<file path="config.mk">
export PLATFORM = sky130hd
export DESIGN_NAME = instr_encoder
export DESIGN_NICKNAME = d
export VERILOG_FILES = /design/src/rtl/instr_encoder.sv
export SDC_FILE = /design/constraint.sdc
export NUM_CORES = 1
export LEC_CHECK = 0
export CAP_MARGIN = 25
export CORE_MARGIN = 4
export CORE_UTILIZATION = 43
export DETAILED_ROUTE_END_ITERATION = 7
export HOLD_SLACK_MARGIN = 0.1
export PLACE_DENSITY = 0.8
export SKIP_LAST_GASP = 1
export SYNTH_ARGS = -nofsm -noshare
export SYNTH_HDL_FRONTEND = slang
export SYNTH_SLANG_ARGS = --single-unit
</file>
<file path="constraint.sdc">
create_clock -name clk -period 1.95 [get_ports clk]
set_clock_uncertainty 0.05 [all_clocks]
set_input_delay 0.2925 -clock clk [delete_from_list [all_inputs] [get_ports clk]]
set_output_delay 0.2925 -clock clk [all_outputs]
set_load 0.005 [all_outputs]
</file>
<file path="src/rtl/instr_encoder.sv">
// Encodes R-type/lw/sw/beq requests into RV32I words and writes them one at a
// time into instruction memory through a single registered write port.
//
// state | meaning
// IDLE  | ready for a request; legal request latches word/address, illegal sets err
// WRITE | imem_we asserted with latched address/data; count advances at exit
module instr_encoder #(
  parameter int                ADDR_W    = 8,
  parameter logic [ADDR_W-1:0] BASE_ADDR = '0
) (
  input  logic              clk,
  input  logic              reset,
  input  logic              clear,
  input  logic              req_valid,
  output logic              req_ready,
  input  logic [1:0]        req_op,
  input  logic [2:0]        req_funct3,
  input  logic              req_f7b5,
  input  logic [4:0]        req_rd,
  input  logic [4:0]        req_rs1,
  input  logic [4:0]        req_rs2,
  input  logic [12:0]       req_imm,
  output logic              imem_we,
  output logic [ADDR_W-1:0] imem_addr,
  output logic [31:0]       imem_wdata,
  output logic [ADDR_W:0]   count,
  output logic              full,
  output logic              err
);

  localparam logic [6:0] OP_R    = 7'h33;
  localparam logic [6:0] OP_LOAD = 7'h03;
  localparam logic [6:0] OP_STORE = 7'h23;
  localparam logic [6:0] OP_BRANCH = 7'h63;

  typedef enum logic {IDLE, WRITE} state_t;

  state_t            state, state_nxt;
  logic [ADDR_W:0]   count_q;
  logic              err_q;
  logic [ADDR_W-1:0] addr_q;
  logic [31:0]       wdata_q;
  logic [31:0]       enc_word;
  logic              enc_illegal;
  logic              accept;

  always_comb begin
    enc_word    = '0;
    enc_illegal = 1'b0;
    case (req_op)
      2'd0: begin
        enc_word    = {1'b0, req_f7b5, 5'b00000, req_rs2, req_rs1, req_funct3, req_rd, OP_R};
        // funct7[5] is only meaningful for sub (000) and sra (101)
        enc_illegal = req_f7b5 && (req_funct3 != 3'b000) && (req_funct3 != 3'b101);
      end
      2'd1: enc_word = {req_imm[11:0], req_rs1, 3'b010, req_rd, OP_LOAD};
      2'd2: enc_word = {req_imm[11:5], req_rs2, req_rs1, 3'b010, req_imm[4:0], OP_STORE};
      default: begin
        enc_word    = {req_imm[12], req_imm[10:5], req_rs2, req_rs1, 3'b000,
                       req_imm[4:1], req_imm[11], OP_BRANCH};
        enc_illegal = req_imm[0];
      end
    endcase
  end

  // count never exceeds DEPTH, so its MSB alone marks the full condition
  assign full = count_q[ADDR_W];

  always_comb begin
    state_nxt = state;
    req_ready = 1'b0;
    imem_we   = 1'b0;
    accept    = 1'b0;
    case (state)
      IDLE: begin
        req_ready = !full && !clear && !reset;
        if (req_valid && req_ready) begin
          accept = 1'b1;
          if (!enc_illegal) state_nxt = WRITE;
        end
      end
      WRITE: begin
        imem_we   = 1'b1;
        state_nxt = IDLE;
      end
      default: state_nxt = IDLE;
    endcase
  end

  always_ff @(posedge clk) begin
    if (reset || clear) begin
      state   <= IDLE;
      count_q <= '0;
      err_q   <= 1'b0;
      addr_q  <= BASE_ADDR;
      wdata_q <= '0;
    end else begin
      state <= state_nxt;
      if (accept && enc_illegal) err_q <= 1'b1;
      if (accept && !enc_illegal) begin
        addr_q  <= BASE_ADDR + count_q[ADDR_W-1:0];
        wdata_q <= enc_word;
      end
      if (state == WRITE) count_q <= count_q + {{ADDR_W{1'b0}}, 1'b1};
    end
  end

  assign imem_addr  = addr_q;
  assign imem_wdata = wdata_q;
  assign count      = count_q;
  assign err        = err_q;

endmodule

</file>
==> metrics.md <==
| Metric | Value |
|---|---|
| Top delay family on crit path | buffers and inverters |
| Via-to-Cell Ratio | roughly 5.2 |
| Final setup fails | 0 |
| Clock-pin slew on the worst setup and hold paths | 80 ps |
| Worst Path Buf+Inv | 3 |
| WS Path Type | in2reg |
| Fmax | about 580 MHz |
| Count of nets left with antenna violations after detail routing | 0 |
| TritonCTS Sinks | between 40 and 50 |
| Slowest CP cell | clkdlybuf4s50_1 |
| Final hold violation count | 0 |
| Initial DRC count | 150 |
| Area growth syn-to-layout | 55.0% |
| Die area | between 6000 and 7000 um2 |
| Number of synthesized flops with an enable pin | 0 |
| Main synth FF type | dfxtp_1 |
| CP startpoint | req_funct3[2] |
| Initial Utilization | between 40% and 50% |
| Data required time of the worst path | around 2100 ps |
| Layout Nets | just under 400 |
| CTS buffer count | 5 |
| Top Ports | between 90 and 100 |
| Rows | 26 |
| Min-delay src | imem_wdata[26] |
| Cell variety after synth | 42 |
| Startpoint types | input pin |
| Number of synthesized register bits | 48 |
| Setup ws final | about 210 ps |
| DR DRC count | 0 |
| Worst hold path type | reg2reg |
| Max-cap viol count | 0 |
| Overall Global Routing Usage | 19.8% |
| Ratio of cells with drive above 1 in the final layout | around 23% |
| Dpl ws | -304 ps |
| Status | finished clean |
| Clock Latency Late Sink | just under 300 ps |
| WL final | ~6300 um |
| Async S/R FF share, synth | 0% |
| Die Ht | 80.8 um |
| Overflow after GRT | 0 |
| First-pass GRT wire length | between 10000 and 15000 um |
| Post-DP HPWL | about 4800 um |
| Crit-path max cell delay | between 500 and 600 ps |
| Die W | 80.8 um |
| CTS Hold Buffers Added | 0 |
| H-tree depth | 2 |
| Wirelength per Cell | between 10 and 15 um |
| Final core utilization | between 60% and 70% |
| Most frequent cells in the layout | clkdlybuf4s50_1 (85), dfxtp_1 (48), buf_4 (28) |
| Leading cell type in the layout, fill and taps excluded | clkdlybuf4s50_1 |
| Gpl congestion | between 0.8 and 0.9 |
| Initial antenna violation count | 0 |
| Initial DRT Pass Iterations | 4 |
| CTS tree | yes |
| Ys Warns | 0 |
| Setup slack, reg-to-reg | between 400 and 500 ps |
| Clock buffer depth | 2 |
| CP cell instances | clkdlybuf4s50_1 -> xor2_1 -> o22ai_4 -> nand2_4 -> clkinv_8 -> buf_12 -> o211a_1 |
| Worst vdd ir | between 0.0004 and 0.0005 V |
| Max FO, Critical Path | 7 |
| PortBufs | just under 90 |
| Sequential area share after synthesis | a little over two fifths |
| Worst reg2reg startpoint | count[8] |
| Vias in the first global route | 2193 |
| Pwr dens | between 500 and 600 nW/um2 |
| Cell area after synthesis | 2280 um2 |
| N_diodes | 0 |
| Gate Count Post-Synth | approximately 240 |
| Largest net degree at the start of global routing | 22 |
| CP arrival | about 1900 ps |
| Leak pwr | roughly 0.0013 uW |
| Vias | 2203 |
| RSZ-0062 raised after global routing | false |
| Worst setup EP type | flop |
| Final period utilization | 89.1% |
| Synthesized area per cell | roughly 9.5 um2 |
| Pins Over Slew Limit | 0 |
| Clk root buf | clkbuf_8 |
| Core area | 5140 um2 |
| Min Tclk post-route | 1740 ps |
-- logic make-up (layout without fill, tap and decap cells) --
family	Yosys count	count (layout)	synth area share [%]
xor gates and xnor gates	7	7	2.69
buffers and inverters	24	135	8.56
adders and majority gates	6	6	3.29
other	1	2	0.164
DFF	48	48	42.1
AOI/OAI and AO/OA	70	70	22.9
and+or+nand+nor	81	81	18.5
muxes	4	4	1.76
-- timing repair --
item / in CTS / in global routing
hold endpoints to repair: 0 / 0
pin swaps: 0 / 2
setup endpoints to repair: 1 / 31
buffers inserted: 0 / 4
resized for setup: 1 / 15
cloned: 0 / 2
-- stage by stage --
step	cells	TNS (ps)	area (um2)	power [uW]	hold WS, ps
2_1_floorplan	242	0	2280	1180	380
3_3_place_gp	409	-6910	3350	1350	388
3_5_place_dp	409	-8780	3350	1360	399
4_1_cts	417	0	3440	1960	413
5_1_grt	423	0	3530	2050	421
6_report	423	0	3530	1960	408
-- state kept, by name, summed over array words and instances (netlist names) --
register,count
state,1
imem_addr,8
count,9
err,1
imem_wdata,29
-- where the power goes --
| group | internal [uW] | switching (uW) | total [uW] | leakage (uW) |
|---|---|---|---|---|
| clock network | 288 | 315 | 604 | 0.0000445 |
| registers | 995 | 10.6 | 1010 | 0.000388 |
| logic | 199 | 156 | 355 | 0.000896 |
-- worst min-delay path, stage by stage (launching register included) --
cell     delay (ps)
dfxtp_1         320
nand2_1          50
o21ai_1          50
-- synth_stat cells, types with 2 or more instances --
cell,count,area (um2)
dfxtp_1,48,961
nand2_1,27,101
o21ai_2,19,166
nand3_1,18,90.1
a21oi_1,17,85.1
nand4_1,13,81.3
nor2_1,9,33.8
o21ai_0,8,40.0
buf_4,7,52.6
ha_1,6,75.1
xor2_1,6,52.6
a211oi_1,5,37.5
a211oi_2,5,62.6
a22oi_1,5,37.5
clkbuf_1,4,15.0
mux2i_1,4,40.0
or3_1,4,25.0
buf_2,3,15.0
inv_1,3,11.3
o21ai_1,3,15.0
and2_1,2,12.5
buf_12,2,40.0
buf_6,2,22.5
buf_8,2,30.0
o211ai_1,2,15.0
-- layer usage --
layer	share of wire [%]	up-vias	GRT usage, %	wire (um)
met5	0	-	0	0
met2	48	82	33.8	3050
met3	5.8	10	3.44	365
met1	44	1030	25.2	2780
li1	-	1081	-	-
met4	1.6	0	6.76	103
-- final timing paths --
path,to,cells after the start
setup reg to reg,imem_wdata[5],5
hold / removal,imem_wdata[26],2
setup / recovery,imem_wdata[11],7
hold reg to reg,imem_wdata[26],2
-- final cells by class --
class,instances,area [um2]
Clock buffer,7,86.3
Clock inverter,1,7.51
Fill cell,422,1610
Inverter,4,27.5
Multi-Input combinational cell,170,1160
Sequential cell,48,961
Tap cell,70,87.6
Timing Repair Buffer,123,1210
Power figures use the tool's default switching activity.
